<file path="src/rtl/store_lane_buffer.sv">
// Store path from EX/MEM to data memory: lane-aligns each store into one or two
// beats with byte enables and queues them in a DEPTH-entry FIFO drained by valid/ready.
module store_lane_buffer #(
  parameter int unsigned DATA_W           = 32,
  parameter int unsigned ADDR_W           = 32,
  parameter int unsigned DEPTH            = 4,
  parameter int unsigned SPLIT_MISALIGNED = 0,
  localparam int unsigned NB              = DATA_W / 8,
  localparam int unsigned OW              = $clog2(NB),
  localparam int unsigned CW              = $clog2(DEPTH + 1)
) (
  input  logic              clk,
  input  logic              reset,
  input  logic              req_valid,
  output logic              req_ready,
  input  logic [ADDR_W-1:0] req_addr,
  input  logic [1:0]        req_size,
  input  logic [DATA_W-1:0] req_data,
  output logic              mem_valid,
  input  logic              mem_ready,
  output logic [ADDR_W-1:0] mem_addr,
  output logic [DATA_W-1:0] mem_wdata,
  output logic [NB-1:0]     mem_be,
  output logic              st_exc,
  output logic [ADDR_W-1:0] st_exc_addr,
  output logic [CW-1:0]     count
);

  localparam int unsigned PW = $clog2(DEPTH);

  logic [ADDR_W-1:0] r_q_addr [DEPTH];
  logic [DATA_W-1:0] r_q_data [DEPTH];
  logic [NB-1:0]     r_q_be   [DEPTH];
  logic [PW-1:0]     r_wp;
  logic [PW-1:0]     r_rp;
  logic [CW-1:0]     r_count;
  logic              r_exc;
  logic [ADDR_W-1:0] r_exc_addr;

  logic [3:0]          w_off;
  logic [3:0]          w_bytes;
  logic                w_size_bad;
  logic                w_misal;
  logic                w_illegal;
  logic                w_cross;
  logic                w_acc;
  logic [1:0]          w_push_n;
  logic                w_pop;
  logic [2*NB-1:0]     w_be_wide;
  logic [2*DATA_W-1:0] w_shift;
  logic [2*DATA_W-1:0] w_data_wide;
  logic [ADDR_W-1:0]   w_addr_al;
  logic [ADDR_W-1:0]   w_addr_nx;

  always_comb begin
    w_off      = 4'(req_addr[OW-1:0]);
    w_bytes    = 4'd1 << req_size;
    w_size_bad = w_bytes > 4'(NB);
    w_misal    = |(w_off & (w_bytes - 4'd1));
    w_illegal  = w_size_bad || ((SPLIT_MISALIGNED == 0) && w_misal);
    w_cross    = (5'(w_off) + 5'(w_bytes)) > 5'(NB);
    w_acc      = req_valid && req_ready;
    w_pop      = (r_count != '0) && mem_ready;
    if (!w_acc || w_illegal) w_push_n = 2'd0;
    else if (w_cross)        w_push_n = 2'd2;
    else                     w_push_n = 2'd1;
  end

  // Enables and data are built across two adjacent lanes; the upper half is beat1 of a split.
  always_comb begin
    w_shift     = {{DATA_W{1'b0}}, req_data} << (8 * w_off);
    w_be_wide   = '0;
    w_data_wide = '0;
    for (int unsigned i = 0; i < 2 * NB; i++) begin
      w_be_wide[i] = (5'(i) >= 5'(w_off)) && (5'(i) < (5'(w_off) + 5'(w_bytes)));
      if (w_be_wide[i]) w_data_wide[8*i +: 8] = w_shift[8*i +: 8];
    end
    w_addr_al = {req_addr[ADDR_W-1:OW], {OW{1'b0}}};
    w_addr_nx = w_addr_al + ADDR_W'(NB);
  end

  always_ff @(posedge clk) begin
    if (w_push_n != 2'd0) begin
      r_q_addr[r_wp] <= w_addr_al;
      r_q_data[r_wp] <= w_data_wide[DATA_W-1:0];
      r_q_be[r_wp]   <= w_be_wide[NB-1:0];
    end
    if (w_push_n == 2'd2) begin
      r_q_addr[r_wp + PW'(1)] <= w_addr_nx;
      r_q_data[r_wp + PW'(1)] <= w_data_wide[2*DATA_W-1:DATA_W];
      r_q_be[r_wp + PW'(1)]   <= w_be_wide[2*NB-1:NB];
    end
  end

  always_ff @(posedge clk or posedge reset) begin
    if (reset) begin
      r_wp       <= '0;
      r_rp       <= '0;
      r_count    <= '0;
      r_exc      <= 1'b0;
      r_exc_addr <= '0;
    end else begin
      r_wp    <= r_wp + PW'(w_push_n);
      r_rp    <= r_rp + PW'(w_pop);
      r_count <= r_count + CW'(w_push_n) - CW'(w_pop);
      r_exc   <= w_acc && w_illegal;
      if (w_acc && w_illegal) r_exc_addr <= req_addr;
    end
  end

  // Ready needs room for two beats so a split never has to be checked against the request.
  always_comb begin
    req_ready   = r_count <= CW'(DEPTH - 2);
    mem_valid   = r_count != '0;
    mem_addr    = mem_valid ? r_q_addr[r_rp] : '0;
    mem_wdata   = mem_valid ? r_q_data[r_rp] : '0;
    mem_be      = mem_valid ? r_q_be[r_rp]   : '0;
    st_exc      = r_exc;
    st_exc_addr = r_exc_addr;
    count       = r_count;
  end

endmodule

</file>
<file path="config.mk">
export PLATFORM = sky130hd
export DESIGN_NAME = store_lane_buffer
export DESIGN_NICKNAME = d
export VERILOG_FILES = /design/src/rtl/store_lane_buffer.sv
export SDC_FILE = /design/constraint.sdc
export NUM_CORES = 1
export LEC_CHECK = 0
export CORE_MARGIN = 5
export CORE_UTILIZATION = 55
export DETAILED_ROUTE_END_ITERATION = 7
export PLACE_DENSITY = 0.8
export SLEW_MARGIN = 0
export SYNTH_ARGS = -nofsm -noshare
export SYNTH_HDL_FRONTEND = slang
export SYNTH_SLANG_ARGS = --single-unit
</file>
<file path="constraint.sdc">
create_clock -name clk -period 8.9 [get_ports clk]
set_clock_uncertainty 0.15 [all_clocks]
set_input_delay 2.225 -clock clk [delete_from_list [all_inputs] [get_ports clk]]
set_output_delay 2.225 -clock clk [all_outputs]
set_load 0.02 [all_outputs]
</file>
== Word level (Yosys, flattened, before mapping) ==
Memories as Yosys holds them, arrays and structs flattened.
Cells that the tools add are included.
Widths: inputs -> output; s select.
Operators by class
  add/subtract/negate cells: 8
  multiply operators: 0
  div/mod/pow operators: 0
  order comparisons: 19
  equal/unequal tests: 1
  shift-type cells: 2
  muxes and demuxes: 26
  bitwise gates (word level): 1
  reductions and logical operators: 20
Operators by type and width (count)
  $mux 32: 4
  $mux 8: 8
  $reduce_or 32->1: 2
  $shl 32x5->64: 1
  $add 32x3->32 const B: 1
  $lt 3x5->1 const A: 4
  $ge 3x2->1 const A: 4
  $logic_and 1x1->1: 11
  $lt 1x5->1 const A: 2
  $lt 2x5->1 const A: 2
  $mux 2: 5
  $mux 4: 2
  $reduce_or 4->1: 2
  $mux 1: 7
  $add 2x4->5: 1
  $gt 5x3->1 const B: 1
  $and 2x4->4: 1
  $ge 1x2->1 const A: 2
  $ge 2x2->1 const A: 2
  $gt 4x3->1 const B: 1
  $shl 1x2->4 const A: 1
  $sub 4x1->4 const B: 1
  $add 3x2->3: 1
  $le 3x2->1 const B: 1
  other kinds (9): 10
Storage, ports and cells
  register bits after elaboration: 40
  bits in latches: 0
  bits in writable memories: 272
  memory bits (read-only): 0
  input bits: 70
  output and inout bits: 106
  logic and storage cells: 85
  memories kept: 3
Memory list
  r_q_addr: depth 4, width 32, read ports 1, clocked after memory_dff 0, write ports 1, RTL line 31  | logic [ADDR_W-1:0] r_q_addr [DEPTH];
  r_q_data: depth 4, width 32, read ports 1, clocked after memory_dff 0, write ports 1, RTL line 32  | logic [DATA_W-1:0] r_q_data [DEPTH];
  r_q_be: depth 4, width 4, read ports 1, clocked after memory_dff 0, write ports 1, RTL line 33  | logic [NB-1:0] r_q_be [DEPTH];

== Logic depth before layout (Yosys ltp) ==
Gate-level depths: netlist (run 1).
  depth in word-level cells: 12
  depth in mapped cells: 17
  mapped depth without buffers: 14

== Least setup slack after synthesis (run 1) ==
No wires, ideal clock.
  path type: input -> register
  start: input req_addr[1]
  end: memory r_q_addr[1][10] (enable)
  library setup time: 589 ps
  arrival: 9282 ps
  data required time: 8161 ps
  setup slack: -1121 ps
  cell stages on the path: 10
  buffers on the path: 4
  path through: clkbuf_1 clkbuf_1 inv_1 clkbuf_1 fa_1 xor2_1 a21boi_1 buf_2 or3_1 a211oi_1
On the way
  longest elaborated chain between the ends: 10
  elaborated cells on any way between the ends: 17
  those cells by class: add/sub: 1; order compare: 1; eq/ne: 1; mux: 8; bitwise: 1; reduce/logical: 5
Ends and longest elaborated chain
  start, declared: RTL line 16  | input logic [ADDR_W-1:0] req_addr,
  branches (longest 4 deep; another with $add 2x4->5)
  $mux 2 *: RTL line 64  | if (!w_acc || w_illegal) w_push_n = 2'd0;
  $eq 2x2->1: RTL line 88  | if (w_push_n == 2'd2) begin
  $mux 1: RTL line 88
  $mux 1 (not written as such): RTL line 89  | r_q_addr[r_wp + PW'(1)] <= w_addr_nx;
  $reduce_or 32->1 (no line)
  $mux 2 (no line) / $mux 1 (equally long branches)
  end, declared: RTL line 31
Mark *: on every way between the ends.

== Final worst setup path (run 1) ==
  start: input req_addr[1]
  end: memory r_q_data[2][31] (enable)
On the way
  longest elaborated chain between the ends: 10
  elaborated cells on any way between the ends: 17
  those cells by class: add/sub: 1; order compare: 1; eq/ne: 1; mux: 8; bitwise: 1; reduce/logical: 5
Ends and longest elaborated chain
  branches (longest 4 deep; another with $add 2x4->5)
  $mux 2 *: RTL line 64
  $eq 2x2->1: RTL line 88
  $mux 1: RTL line 88
  $mux 1 (not written as such): RTL line 90  | r_q_data[r_wp + PW'(1)] <= w_data_wide[2*DATA_W-1:DATA_W];
  $reduce_or 32->1 (no line)
  $mux 2 (no line) / $mux 1 (equally long branches)
  end, declared: RTL line 32
Marked as above.

==> impl_results.md, run 1 <==
* Fill count at 1545
* Routed via count at 7751
* Sequential share of power at 0.365
* Root Driver: clkbuf_16
* Hold buffers post-CTS at 0
* Deepest clock path buffer count at 3
* Outcome: finished, final reports clean
* Initial Utilization at 0.556
* Crit-path cells: clkdlybuf4s50_1, buf_4, inv_1, fa_1, xor2_1, a21boi_1, buf_4, or4b_1, a21oi_4, buf_12
* Crit Path Max Fanout at 41
* Req. time, crit path at 8970 ps
* Cell repeated most along the worst path: buf_4
* Ys async rst share at 0.132
* Sw power at 0.00167 W
* Fin Setup TNS at 0 ps
* Largest area contributor in the netlist: edfxtp_1
* Total GRT Usage at 0.221
* Proportion of power drawn by the clock network at 0.254
* Tcrit/Tclk final at 0.708
* Pwr/cell area at 312 nW/um^2
* Endpoints failing setup at 0
* Die height at 166 um
* Num rows at 57
* Post-synth top area share at 0.590
* Setup repair after global routing missed its margin: false
* Post-synthesis sequential area ratio at 0.664
* Ant diodes at 0
* # nets final at 1044
* Die area at 27700 um^2
* First-pass DRT Iterations at 5
* Routed Antenna Nets at 0
* Crit path time final at 6300 ps
* Setup bufs post-CTS at 0
* Crit path launch type: input pin
* Crit end category: flop
* Final HPWL DP at 20200 um
* Pre-CTS setup slack at 2100 ps
* Max cap viols at 0
* Share of layout cells above drive strength 1 at 0.197
* Multi-input combinational cell area at 4310 um^2
* Clk slew on worst S/H paths at 60 ps
* Synth cell count leaders: 264 x edfxtp_1, 77 x and2_1, 66 x mux4_2
* Vias in the first global route at 8236
* Max rail drop VDD at 0.242 mV
* Max Freq at 159 MHz
* Routed WL per cell at 23.2 um
* Combinational share of power at 0.381
* Gp weighted congestion at 0.874
* Worst Max-Slew Pin Slew at 1060 ps
* # DRC at 0
* Worst skew pair latency at 560 ps
* CTS Sinks at 304
* Placed cells at 1254
* First-pass GRT wire length at 48400 um
* IO Count at 176
* P&R area growth vs syn at 23.4%
* Gr ovfl total at 0
* Reg area at 8930 um^2
* Placed cell areas at 15500 um^2
* P_int at 0.00350 W
* I/O Buffers at 173
* Post-CTS sizing at 0
* Slew Viols, Final at 0
* Crit-path max cell delay at 810 ps
* Core area at 24200 um^2
* Post-synth EDFFs at 264
* Fin. Hold Viols at 0
* Post-route insts no fill at 1312
* Mapped Cells at 793
* Cell area after synthesis at 13400 um^2
* CTS tree: built
* Post-DR vias/cell at 5.91
* Most common cell in the netlist: edfxtp_1
* Final wirelength at 30500 um
* Sw Share at 0.322
* Static Leak at 5.61 nW
* Largest net degree at the start of global routing at 69
* Die X at 166 um
* H-tree levels at 1
* Slew HR at 0.292
* Main flop type after synthesis: edfxtp_1
* CP arrival at 6370 ps
* Drt first-iter violations at 533
* Unique cell type count in the Yosys netlist at 58
* Cell area after layout at 16600 um^2
* Ys Warns at 0
* Synth top area cells: edfxtp_1 59%, mux4_2 11%, dfrtp_1 7.4%
* Type of the worst setup path: in2reg
* #FFs+latches synth at 304
* TritonCTS buffer count at 31
* Final Worst Setup Slack at 2600 ps
* Initial antenna violation count at 0
* Worst Hold Class: reg2reg
* Critical path's slowest cell: a21oi_4
* Syn Area/Cell at 16.9 um^2
path summary, 6_finish.rpt:
| path | startpoint | end | slack [ps] | depth (start not counted) |
|---|---|---|---|---|
| worst max-delay path | req_addr[1] | r_q_data[2][31] | 2600 | 10 |
| worst min-delay path | st_exc_addr[29] | st_exc_addr[29] | 360 | 1 |
| worst max register to register | count[0] | r_q_data[2][31] | 5360 | 5 |
| worst min register to register | st_exc_addr[29] | st_exc_addr[29] | 360 | 1 |
| max in group asynchronous | reset | r_rp[0] | 6180 | 3 |
| min in group asynchronous | reset | st_exc_addr[24] | 2000 | 3 |
registers in the layout, summed over array words and instances (netlist names):
register,count
r_q_be,16
r_q_addr,120
count,3
r_rp,2
r_q_data,128
r_wp,2
st_exc,1
st_exc_addr,32
kinds of logic after synthesis:
group	Yosys count	synth area share
DFF	304	0.664
other	1	0.000279
adders and majority gates	11	0.0114
AOI/OAI and AO/OA	72	0.0393
buffers and inverters	59	0.0190
and+or+nand+nor	187	0.0858
muxes	123	0.156
xor gates and xnor gates	36	0.0240
power groups by stage:
stage               sequential, W  clock, W  combinational [W]
CTS                       0.00190   0.00133            0.00200
global placement          0.00191         0            0.00197
detailed placement        0.00192         0            0.00199
floorplan                 0.00193         0            0.00111
finish                    0.00189   0.00131            0.00197
global route              0.00192   0.00140            0.00210
through the flow:
step                      hold WS, ps  utilization  total power (W)
after floorplan                   356            -          0.00304
after global placement            322        0.643          0.00389
after detailed placement          342        0.643          0.00391
after CTS                         357        0.686          0.00522
after global routing              380        0.686          0.00541
final                             356        0.686          0.00517
cell usage in the layout, fill, tap and decap left out, types with 9 or more instances in the layout:
cell type          n
xnor2_1           15
clkdlybuf4s50_1  172
mux2i_1           26
clkinv_2          10
mux4_2            66
mux2_2            31
edfxtp_1         264
nand2b_1          13
nand3_1           11
xor2_1            20
a21oi_1           11
a211oi_1          16
dfrtp_1           38
and2_1            77
clkbuf_16         31
ha_1               9
nand2_1           25
nor2_1            16
inv_1             11
area by class of cell:
type,instances,area share
Sequential cell,304,0.539
Inverter,12,0.00272
Multi-Input combinational cell,431,0.260
Clock inverter,25,0.0152
Timing Repair Buffer,183,0.111
Clock buffer,33,0.0478
Tap cell,324,0.0244
worst max-delay path, delay by kind of cell:
family	cells	cell delay, ps
compound gates	2	920
simple gates	1	580
buf+inv	5	1670
fa+ha+maj	1	560
xor+xnor	1	350
routing by layer:
metal | vias to the layer above | routed length (um) | global-route usage
met5 | - | 0 | 0
met4 | 0 | 369 | 0.0420
met3 | 36 | 2460 | 0.0481
met2 | 348 | 15400 | 0.379
met1 | 3929 | 12300 | 0.299
li1 | 3438 | - | -
Note: power is estimated with default switching activity, not from simulation.
==> run 2, diff against run 1 <==
==> constraint.sdc (replaced) <==
create_clock -name clk -period 5.95 [get_ports clk]
set_clock_uncertainty 0.15 [all_clocks]
set_input_delay 1.4875 -clock clk [delete_from_list [all_inputs] [get_ports clk]]
set_output_delay 1.4875 -clock clk [all_outputs]
set_load 0.02 [all_outputs]
==> run 2 against run 1 <==
  * Core utilization is 0.32 points higher
  * Wire length rose by 4.7%
  * Clock-buffer cell count up 3
  * Sequential power is 50% higher
  * Register-to-register slack worse by 2700 ps
  * Design area rose by 0.46%
  * Critical endpoint is now r_q_addr[1][26]
  * Largest power group unchanged
==> impl_results.md, run 2 (same netlist as run 1, synthesis figures left out) <==
* CP delay by family, top: compound AO/OA/AOI/OAI gates
* Critical path's slowest cell: a211oi_4
* Most frequent cells in the layout: 264 x edfxtp_1, 172 x clkdlybuf4s50_1, 77 x and2_1, 66 x mux4_2, 38 x dfrtp_1
* RR Startpoint: count[1]
* Crit-path cells: clkdlybuf4s50_1, nand2b_1, inv_1, ha_1, a211o_1, nand2_1, a21boi_1, o21ai_0, a211oi_4, buf_12
* CTS Sinks at 304
* Total GRT Usage at 0.231
* Max Freq at 195 MHz
* Routed WL per cell at 24.2 um
* Worst R2R Path Depth at 9
* First-pass DRT Iterations at 5
* IO Count at 176
* First-pass GRT wire length at 49900 um
* Num rows at 57
* Ant diodes at 0
* Fill count at 1547
* Worst Max-Slew Pin Slew at 1040 ps
* Met3 routed WL at 2740 um
* Outcome: finished, final reports clean
* R2r endpoint: count[2]
* Max reg flops at 128
* Reg area at 8930 um^2
* I/O Buffers at 173
* Setup bufs post-CTS at 0
* Die area at 27700 um^2
* Gp weighted congestion at 0.866
* # nets final at 1051
* Die height at 166 um
* Max rail drop VDD at 0.365 mV
* Multi-input combinational cell area at 4310 um^2
* Initial antenna violation count at 1
* Pwr/cell area at 466 nW/um^2
* Gr ovfl total at 0
* Crit-path max cell delay at 700 ps
* Final wirelength at 31900 um
* Crit. path cell count at 10
* CP arrival at 5220 ps
* # DRC at 0
* Drt first-iter violations at 705
* Clk slew on worst S/H paths at 60 ps
* Routed Antenna Nets at 0
* CP Capture Point: r_q_addr[1][26]
* Deepest clock path buffer count at 3
* Placed cells at 1262
* Type of the worst setup path: in2reg
* Slew HR at 0.305
* Most common cell after layout, fill and taps aside: edfxtp_1
* Share of layout cells above drive strength 1 at 0.192
* H-tree levels at 1
* Crit Path Max Fanout at 26
* Tot Pwr at 0.00777 W
* Routed length on met1 at 13000 um
* TritonCTS buffer count at 30
* Hold buffers post-CTS at 0
* Routed wl met2 at 15200 um
* Crit path from: req_size[1]
* Worst path bufs/invs at 3
* P&R area growth vs syn at 23.9%
* Slew Viols, Final at 0
* Crit path time final at 5130 ps
* Max cap viols at 0
* Fin Setup TNS at 0 ps
* Worst skew pair latency at 540 ps
* Initial Utilization at 0.556
* Core area at 24200 um^2
* Largest net degree at the start of global routing at 69
* Post-CTS sizing at 0
* Highest routed layer: met5
* Vias in the first global route at 8250
* Routed via count at 7921
* Post-DR vias/cell at 6.01
* Fin. Hold Viols at 0
* Die X at 166 um
* Static Leak at 5.64 nW
* Setup repair after global routing missed its margin: false
* Top reg by flops: r_q_data
* Worst Hold Class: reg2reg
* Hold WS at 354 ps
* CTS tree: built
* Final HPWL DP at 20700 um
* R2R setup slack at 2670 ps
* Crit end category: flop
* Tcrit/Tclk final at 0.863
* Crit path launch type: input pin
* Req. time, crit path at 6040 ps
* Post-route insts no fill at 1318
* Root Driver: clkbuf_16
* Endpoints failing setup at 0
run 2: final cells by class:
type                       instances  area share
sequential                       304       0.536
multi-input combinational        431       0.259
timing repair buffer             191       0.116
clock buffer                      36      0.0477
tap                              324      0.0243
clock inverter                    20      0.0138
inverter                          12     0.00270
run 2: worst min-delay path by stage:
stage / start / end / slack, ps / cells past startpoint
finish: st_exc_addr[3] / st_exc_addr[3] / 350 / 1
global route: st_exc_addr[23] / st_exc_addr[23] / 380 / 1
CTS: st_exc_addr[5] / st_exc_addr[5] / 360 / 2
detailed placement: st_exc_addr[5] / st_exc_addr[5] / 340 / 2
global placement: st_exc_addr[5] / st_exc_addr[5] / 320 / 2
floorplan: r_rp[0] / r_rp[0] / 360 / 1
run 2: stage by stage:
step / util / instance area (um^2) / worst slack [ps]
final: 0.689 / 16700 / 817
after global routing: 0.689 / 16700 / 661
after CTS: 0.689 / 16700 / 867
after detailed placement: 0.647 / 15600 / 349
after global placement: 0.647 / 15600 / 477
after floorplan: - / 13500 / 21.8
run 2: routing by layer:
metal / track usage / vias up
li1: - / 3466
met1: 0.318 / 3992
met2: 0.371 / 394
met3: 0.0590 / 67
met4: 0.0662 / 2
met5: 0 / -
run 2: power breakdown:
| part | internal (W) | total [W] | switching (W) |
|---|---|---|---|
| Sequential | 0.00259 | 0.00283 | 0.000240 |
| Clock | 0.00117 | 0.00194 | 0.000778 |
| Combinational | 0.00153 | 0.00300 | 0.00147 |
| Total | 0.00529 | 0.00777 | 0.00248 |
